### config.mk
export PLATFORM = sky130hd
export DESIGN_NAME = if_stage
export DESIGN_NICKNAME = d
export VERILOG_FILES = /design/src/rtl/mips_pkg.sv /design/src/rtl/pc_legal_chk.sv /design/src/rtl/if_stage.sv
export SDC_FILE = /design/constraint.sdc
export NUM_CORES = 1
export LEC_CHECK = 0
export ABC_AREA = 0
export CORE_ASPECT_RATIO = 1.25
export CORE_MARGIN = 5
export CORE_UTILIZATION = 45
export CTS_CLUSTER_DIAMETER = 60
export DETAILED_ROUTE_END_ITERATION = 8
export PLACE_DENSITY = 0.83
export RECOVER_POWER = 50
export SLEW_MARGIN = 20
export SYNTH_ARGS = -nofsm -noshare
export SYNTH_HDL_FRONTEND = slang
export SYNTH_SLANG_ARGS = --single-unit
### constraint.sdc
create_clock -name clk -period 4.05 [get_ports clk]
set_input_delay 0.81 -clock clk [delete_from_list [all_inputs] [get_ports clk]]
set_output_delay 0.81 -clock clk [all_outputs]
set_load 0.1 [all_outputs]
### src/rtl/mips_pkg.sv
// Shared types and constants for the MIPS core front end.
// The fetch address legality rule lives here so RTL checkers and constants agree.
package mips_pkg;

    localparam int          INSTR_W          = 32;
    localparam logic [31:0] RESET_PC_DEFAULT = 32'h0000_0000;
    localparam logic [31:0] NOP_INSTR        = 32'h0000_0000;

    typedef enum logic [1:0] {
        BOOT  = 2'd0,
        RUN   = 2'd1,
        FAULT = 2'd2
    } if_state_t;

    // A fetch address is legal when word aligned and no higher than the last ROM word.
    function automatic logic addr_legal(input logic [31:0] addr, input logic [31:0] max_addr);
        return (addr[1:0] == 2'b00) && (addr <= max_addr);
    endfunction

endpackage

### src/rtl/pc_legal_chk.sv
// Combinational fetch address legality check: word alignment plus upper ROM bound.
module pc_legal_chk
    import mips_pkg::*;
#(
    parameter int IMEM_BYTES = 256
) (
    input  logic [31:0] i_addr,
    output logic        o_legal
);

    localparam logic [31:0] MAX_ADDR = 32'(IMEM_BYTES - 4);

    assign o_legal = addr_legal(i_addr, MAX_ADDR);

endmodule

### src/rtl/if_stage.sv
// Instruction fetch stage: PC, ROM addressing, IF/ID register with valid/ready
// handshake, branch/jump redirect and sticky fault on illegal fetch addresses.
module if_stage
    import mips_pkg::*;
#(
    parameter logic [31:0] RESET_PC   = RESET_PC_DEFAULT,
    parameter int          IMEM_BYTES = 256
) (
    input  logic               clk,
    input  logic               rst_n,
    output logic [31:0]        imem_addr,
    input  logic [INSTR_W-1:0] imem_rdata,
    input  logic               redirect_valid,
    input  logic [31:0]        redirect_pc,
    input  logic               id_ready,
    output logic               if_valid,
    output logic [INSTR_W-1:0] if_instr,
    output logic [31:0]        if_pc,
    output logic [31:0]        if_pc_plus4,
    output logic               fault,
    output logic [31:0]        fetch_count
);

    localparam logic [31:0] MAX_ADDR    = 32'(IMEM_BYTES - 4);
    localparam logic        RESET_LEGAL = addr_legal(RESET_PC, MAX_ADDR);

    if_state_t          r_state;
    logic [31:0]        r_pc;
    logic               r_if_valid;
    logic [INSTR_W-1:0] r_if_instr;
    logic [31:0]        r_if_pc;
    logic [31:0]        r_if_pc_plus4;
    logic               r_fault;
    logic [31:0]        r_fetch_count;

    if_state_t          w_state_nxt;
    logic [31:0]        w_pc_nxt;
    logic               w_valid_nxt;
    logic [INSTR_W-1:0] w_instr_nxt;
    logic [31:0]        w_if_pc_nxt;
    logic [31:0]        w_if_pc_plus4_nxt;
    logic               w_fault_nxt;
    logic [31:0]        w_count_nxt;

    logic [31:0]        w_pc_plus4;
    logic               w_pc_plus4_legal;
    logic               w_redirect_legal;

    assign w_pc_plus4 = r_pc + 32'd4;

    pc_legal_chk #(.IMEM_BYTES(IMEM_BYTES)) u_seq_chk (
        .i_addr  (w_pc_plus4),
        .o_legal (w_pc_plus4_legal)
    );

    pc_legal_chk #(.IMEM_BYTES(IMEM_BYTES)) u_redir_chk (
        .i_addr  (redirect_pc),
        .o_legal (w_redirect_legal)
    );

    // Next-state and next-register computation for the fetch FSM.
    always_comb begin
        w_state_nxt       = r_state;
        w_pc_nxt          = r_pc;
        w_valid_nxt       = r_if_valid;
        w_instr_nxt       = r_if_instr;
        w_if_pc_nxt       = r_if_pc;
        w_if_pc_plus4_nxt = r_if_pc_plus4;
        w_fault_nxt       = r_fault;
        w_count_nxt       = r_fetch_count;
        case (r_state)
            BOOT: begin
                w_valid_nxt = 1'b0;
                if (RESET_LEGAL) begin
                    w_state_nxt = RUN;
                end else begin
                    w_state_nxt = FAULT;
                    w_fault_nxt = 1'b1;
                end
            end
            RUN: begin
                if (redirect_valid) begin
                    // Redirect wins even when decode consumes the held word this cycle.
                    w_valid_nxt = 1'b0;
                    if (w_redirect_legal) begin
                        w_pc_nxt = redirect_pc;
                    end else begin
                        w_state_nxt = FAULT;
                        w_fault_nxt = 1'b1;
                    end
                end else if (!r_if_valid || id_ready) begin
                    w_valid_nxt       = 1'b1;
                    w_instr_nxt       = imem_rdata;
                    w_if_pc_nxt       = r_pc;
                    w_if_pc_plus4_nxt = w_pc_plus4;
                    w_count_nxt       = r_fetch_count + 32'd1;
                    if (w_pc_plus4_legal) begin
                        w_pc_nxt = w_pc_plus4;
                    end else begin
                        w_state_nxt = FAULT;
                        w_fault_nxt = 1'b1;
                    end
                end else begin
                    w_valid_nxt = r_if_valid;
                end
            end
            FAULT: begin
                if (id_ready) begin
                    w_valid_nxt = 1'b0;
                end else begin
                    w_valid_nxt = r_if_valid;
                end
            end
            default: begin
                w_state_nxt = FAULT;
                w_fault_nxt = 1'b1;
                w_valid_nxt = 1'b0;
            end
        endcase
    end

    // State, PC and IF/ID registers with asynchronous clear.
    always_ff @(posedge clk or negedge rst_n) begin
        if (!rst_n) begin
            r_state       <= BOOT;
            r_pc          <= RESET_PC;
            r_if_valid    <= 1'b0;
            r_if_instr    <= NOP_INSTR;
            r_if_pc       <= 32'h0000_0000;
            r_if_pc_plus4 <= 32'h0000_0000;
            r_fault       <= 1'b0;
            r_fetch_count <= 32'h0000_0000;
        end else begin
            r_state       <= w_state_nxt;
            r_pc          <= w_pc_nxt;
            r_if_valid    <= w_valid_nxt;
            r_if_instr    <= w_instr_nxt;
            r_if_pc       <= w_if_pc_nxt;
            r_if_pc_plus4 <= w_if_pc_plus4_nxt;
            r_fault       <= w_fault_nxt;
            r_fetch_count <= w_count_nxt;
        end
    end

    assign imem_addr   = r_pc;
    assign if_valid    = r_if_valid;
    assign if_instr    = r_if_instr;
    assign if_pc       = r_if_pc;
    assign if_pc_plus4 = r_if_pc_plus4;
    assign fault       = r_fault;
    assign fetch_count = r_fetch_count;

endmodule

==> metrics.txt <==
# TYPE chip_impl_metric gauge
chip_impl_info{name="outcome",value="complete, but fails checks"} 1
chip_impl_info{name="failed_checks",value="max-capacitance violations, max-slew violations"} 1
chip_impl_metric{name="timing.final.hold_violations",unit=""} 0
chip_impl_metric{name="synthDominantCellAreaShare",unit="%"} 54.7
chip_impl_metric{name="fin_crit_sh",unit="%"} 83.7
chip_impl_metric{name="fin_util",unit="%"} 64.5
chip_impl_metric{name="synth_sequential_area_ratio",unit="%"} 54.7
chip_impl_metric{name="place_congestion",unit=""} 0.849
chip_impl_metric{name="wire_per_inst",unit="um"} 16.8
chip_impl_info{name="critical_path.startpoint_type",value="input port"} 1
chip_impl_metric{name="synth_area",unit="sq mm"} 0.00742
chip_impl_metric{name="grt_pass1_wl",unit="um"} 33900
chip_impl_metric{name="post-route-drc-count",unit=""} 0
chip_impl_metric{name="final.min_clock_period",unit="ns"} 3.39
chip_impl_info{name="worst_min_delay_path_class",value="flip-flop to flip-flop"} 1
chip_impl_info{name="rr_startpoint",value="imem_addr[3]$_DFFE_PN0P_"} 1
chip_impl_metric{name="rrSetupSlack",unit="ns"} 0.87
chip_impl_info{name="ys_dominant_reg_cell",value="sky130_fd_sc_hd__dfrtp_1"} 1
chip_impl_metric{name="clock_path_buffers",unit=""} 2
chip_impl_info{name="clock_tree.root_cell",value="sky130_fd_sc_hd__clkbuf_16"} 1
chip_impl_metric{name="number_of_global_route_vias_before_repair",unit=""} 6337
chip_impl_metric{name="dieHeight",unit="um"} 154
chip_impl_metric{name="num_vias",unit=""} 6237
chip_impl_info{name="grt_setup_unrepaired",value="false"} 1
chip_impl_metric{name="post_cts_resized",unit=""} 0
chip_impl_metric{name="synthToLayoutAreaGrowth",unit="%"} 40.8
chip_impl_metric{name="critical_path_required",unit="ns"} 4.35
chip_impl_info{name="criticalPathCategory",value="input port to flip-flop"} 1
chip_impl_metric{name="worst_pin_slew",unit="ns"} 2.08
chip_impl_metric{name="ant_nets",unit=""} 0
chip_impl_metric{name="report.final.slew_viol_count",unit=""} 81
chip_impl_metric{name="multi_input_area",unit="sq mm"} 0.00310
chip_impl_metric{name="fillCellCount",unit=""} 1334
chip_impl_metric{name="cts_post_setup_buffers_inserted",unit=""} 0
chip_impl_metric{name="first_pass_drt_iterations",unit=""} 4
chip_impl_info{name="hold_end",value="if_pc[12]$_DFFE_PN0P_"} 1
chip_impl_metric{name="clock_latency",unit="ns"} 0.42
chip_impl_metric{name="clkSlewWorstSetupHoldPaths",unit="ns"} 0.06
chip_impl_metric{name="diodes",unit=""} 0
chip_impl_metric{name="fmax",unit="GHz"} 0.295
chip_impl_metric{name="globalRouteTotalUtil",unit="%"} 21.9
chip_impl_metric{name="layout.nets",unit=""} 1067
chip_impl_metric{name="relSlewSlack",unit="%"} -39.0
chip_impl_metric{name="critical_path.max_fanout",unit=""} 39
chip_impl_metric{name="dp_hpwl",unit="um"} 15000
chip_impl_info{name="top_cells_by_area_synth",value="sky130_fd_sc_hd__dfrtp_1, sky130_fd_sc_hd__nand2_1, sky130_fd_sc_hd__xnor2_1, sky130_fd_sc_hd__and2_1, sky130_fd_sc_hd__o21ai_0"} 1
chip_impl_metric{name="max_cap_viol_count",unit=""} 1
chip_impl_metric{name="setup_viols_final",unit=""} 0
chip_impl_metric{name="timing.critical_path.arrival",unit="ns"} 3.69
chip_impl_metric{name="via_per_inst",unit=""} 5.10
chip_impl_metric{name="core_area",unit="sq mm"} 0.0162
chip_impl_info{name="rr_endpoint",value="imem_addr[3]$_DFFE_PN0P_"} 1
chip_impl_metric{name="ys_seq_elements",unit=""} 162
chip_impl_metric{name="floorplan.initialDensity",unit="%"} 45.8
chip_impl_metric{name="leakagePower",unit="nW"} 4.74
chip_impl_metric{name="die_width",unit="um"} 125
chip_impl_metric{name="rows",unit=""} 52
chip_impl_info{name="post-synth-top-area-cell",value="sky130_fd_sc_hd__dfrtp_1"} 1
chip_impl_metric{name="final-seq-area",unit="sq mm"} 0.00405
chip_impl_metric{name="totalNegativeSetupSlack",unit="ns"} 0
chip_impl_metric{name="drt_wl_total",unit="um"} 20500
chip_impl_metric{name="final_layout_size_suffix_gt1_share",unit="%"} 7.14
chip_impl_metric{name="drt_first_iter_violations",unit=""} 445
chip_impl_metric{name="grt_start_max_net_pins",unit=""} 82
chip_impl_metric{name="ys_async_sr_fraction",unit="%"} 100
chip_impl_metric{name="clock_sink_count",unit=""} 162
chip_impl_metric{name="floorplan.die_area",unit="sq mm"} 0.0192
chip_impl_metric{name="ir_worst_vdd",unit="mV"} 0.268
chip_impl_info{name="endpoint_kind",value="flip-flop"} 1
chip_impl_metric{name="postSynthCellCount",unit=""} 776
chip_impl_metric{name="clock_skew",unit="ns"} 0.0110
chip_impl_metric{name="synth-edff-count",unit=""} 0
chip_impl_metric{name="htreeDepth",unit=""} 4
chip_impl_metric{name="numCtsBuffers",unit=""} 17
chip_impl_info{name="hold_path_startpoint",value="if_pc[12]$_DFFE_PN0P_"} 1
chip_impl_metric{name="postSynthAreaPerCell",unit="sq um"} 9.56
chip_impl_metric{name="hold_buffers",unit=""} 0
chip_impl_metric{name="post_synth_net_total",unit=""} 847
chip_impl_metric{name="pwr_density_cell",unit="mW/mm^2"} 513
chip_impl_info{name="tritoncts",value="built"} 1
chip_impl_metric{name="post_synth_cell_types",unit=""} 54
chip_impl_metric{name="reg2regPathDepth",unit=""} 9
chip_impl_metric{name="number_of_top_level_pins",unit=""} 230
chip_impl_metric{name="grt_antenna_before_repair",unit=""} 0
chip_impl_metric{name="ys_warn_count",unit=""} 0
chip_impl_metric{name="io_buffer_count",unit=""} 229
chip_impl_metric{name="grt_remaining_overflow",unit=""} 0
chip_impl_metric{name="timing.hold.worst_path_depth",unit=""} 2
## per-stage QoR
step	power [W]	setup WS [ns]	cell area (sq um)	std cells	hold slack, ns
final	0.00536	0.661	10400	1224	0.474
after global routing	0.00556	0.360	10400	1224	0.490
after CTS	0.00541	0.553	10500	1224	0.455
after detailed placement	0.00392	0.576	9920	1193	0.461
after global placement	0.00390	0.665	9920	1193	0.457
after floorplan	0.00336	0.424	7420	776	0.478
## metal layers
layer	share of wire, %	global-route usage [%]	wire length (um)
met5	0	0	0
met4	2.7	7.70	561
met3	6.5	6.28	1340
met2	50	36.7	10200
met1	41	27.1	8430
## area by class of cell
class	count	area share [%]
flip-flops and latches	162	38.8
multi-input cells	557	29.6
repair buffers	251	23.4
clock buffers	20	4.47
well taps	216	2.59
clock inverters	11	0.779
inverters	7	0.252
## sequential cells by signal, indices dropped and copies added (netlist names)
register     count
r_state          2
fault            1
fetch_count     32
if_valid         1
if_pc_plus4     30
if_instr        32
imem_addr       32
if_pc           32
## report_power, final
| part | switching [W] | internal (W) |
|---|---|---|
| Clock | 0.000648 | 0.000831 |
| Combinational | 0.00154 | 0.000433 |
| Sequential | 0.000115 | 0.00179 |
## cells in the mapped netlist, types with 3 or more instances
cell type / n
sky130_fd_sc_hd__a2bb2oi_1: 4
sky130_fd_sc_hd__a31oi_1: 7
sky130_fd_sc_hd__and2_1: 28
sky130_fd_sc_hd__and3_1: 18
sky130_fd_sc_hd__and4_1: 8
sky130_fd_sc_hd__buf_2: 3
sky130_fd_sc_hd__buf_4: 13
sky130_fd_sc_hd__clkbuf_1: 30
sky130_fd_sc_hd__dfrtp_1: 162
sky130_fd_sc_hd__ha_1: 3
sky130_fd_sc_hd__inv_1: 7
sky130_fd_sc_hd__mux2_2: 4
sky130_fd_sc_hd__mux2i_1: 3
sky130_fd_sc_hd__nand2_1: 245
sky130_fd_sc_hd__nand3_1: 28
sky130_fd_sc_hd__nand4_1: 13
sky130_fd_sc_hd__nand4_4: 3
sky130_fd_sc_hd__nor2_1: 27
sky130_fd_sc_hd__nor2b_1: 4
sky130_fd_sc_hd__nor3_1: 15
sky130_fd_sc_hd__nor3b_1: 3
sky130_fd_sc_hd__nor4_1: 9
sky130_fd_sc_hd__o21ai_0: 35
sky130_fd_sc_hd__o31ai_1: 3
sky130_fd_sc_hd__or3_1: 4
sky130_fd_sc_hd__xnor2_1: 39
sky130_fd_sc_hd__xor2_1: 20
## worst max-delay path, cell delays in order
cell and delay, ns:
sky130_fd_sc_hd__clkdlybuf4s50_1 0.41, sky130_fd_sc_hd__clkbuf_1 0.34, sky130_fd_sc_hd__nor3b_1 0.29, sky130_fd_sc_hd__clkbuf_1 0.31, sky130_fd_sc_hd__and2_2 0.50, sky130_fd_sc_hd__clkbuf_2 0.72
sky130_fd_sc_hd__nand2_1 0.15, sky130_fd_sc_hd__xnor2_1 0.15
## worst max-delay path by stage
stage / cells after the start / from / slack, ns / to
3_5_place_dp: 9 / imem_addr[2]$_DFFE_PN0P_ / 0.58 / imem_addr[3]$_DFFE_PN0P_
2_1_floorplan: 11 / imem_addr[2]$_DFFE_PN0P_ / 0.42 / imem_addr[3]$_DFFE_PN0P_
3_3_place_gp: 8 / redirect_valid / 0.67 / imem_addr[3]$_DFFE_PN0P_
6_report: 8 / redirect_valid / 0.66 / fetch_count[2]$_DFFE_PN0P_
5_1_grt: 11 / redirect_valid / 0.36 / fetch_count[31]$_DFFE_PN0P_
4_1_cts: 9 / imem_addr[3]$_DFFE_PN0P_ / 0.55 / imem_addr[3]$_DFFE_PN0P_
## cell families (layout without fill, tap and decap cells)
logic type	after synthesis	count (layout)	synth area share, %
compound gates	67	67	5.70
mux	8	8	1.21
fa+ha+maj	3	3	0.506
buf+inv	57	289	3.83
xor+xnor	59	59	6.97
simple gates	420	420	27.1
flops	162	162	54.7
## cell usage in the layout (no fill, tap or decap), types with 4 or more instances in the layout
| master | instances |
|---|---|
| sky130_fd_sc_hd__a2bb2oi_1 | 4 |
| sky130_fd_sc_hd__mux2_2 | 4 |
| sky130_fd_sc_hd__nor2b_1 | 4 |
| sky130_fd_sc_hd__o21ai_0 | 35 |
| sky130_fd_sc_hd__nand4_1 | 13 |
| sky130_fd_sc_hd__dlygate4sd3_1 | 10 |
| sky130_fd_sc_hd__or3_1 | 4 |
| sky130_fd_sc_hd__nor3_1 | 15 |
| sky130_fd_sc_hd__nand2_1 | 244 |
| sky130_fd_sc_hd__clkbuf_1 | 4 |
| sky130_fd_sc_hd__clkbuf_16 | 17 |
| sky130_fd_sc_hd__nand3_1 | 28 |
| sky130_fd_sc_hd__inv_1 | 7 |
| sky130_fd_sc_hd__and3_1 | 18 |
| sky130_fd_sc_hd__nor2_1 | 27 |
| sky130_fd_sc_hd__xor2_1 | 20 |
| sky130_fd_sc_hd__buf_4 | 16 |
| sky130_fd_sc_hd__and2_1 | 27 |
| sky130_fd_sc_hd__nor4_1 | 9 |
| sky130_fd_sc_hd__and4_1 | 8 |
| sky130_fd_sc_hd__a31oi_1 | 7 |
| sky130_fd_sc_hd__dfrtp_1 | 162 |
| sky130_fd_sc_hd__clkdlybuf4s50_1 | 218 |
| sky130_fd_sc_hd__clkinv_4 | 4 |
| sky130_fd_sc_hd__xnor2_1 | 39 |
Note: power is estimated with default switching activity, not from simulation.
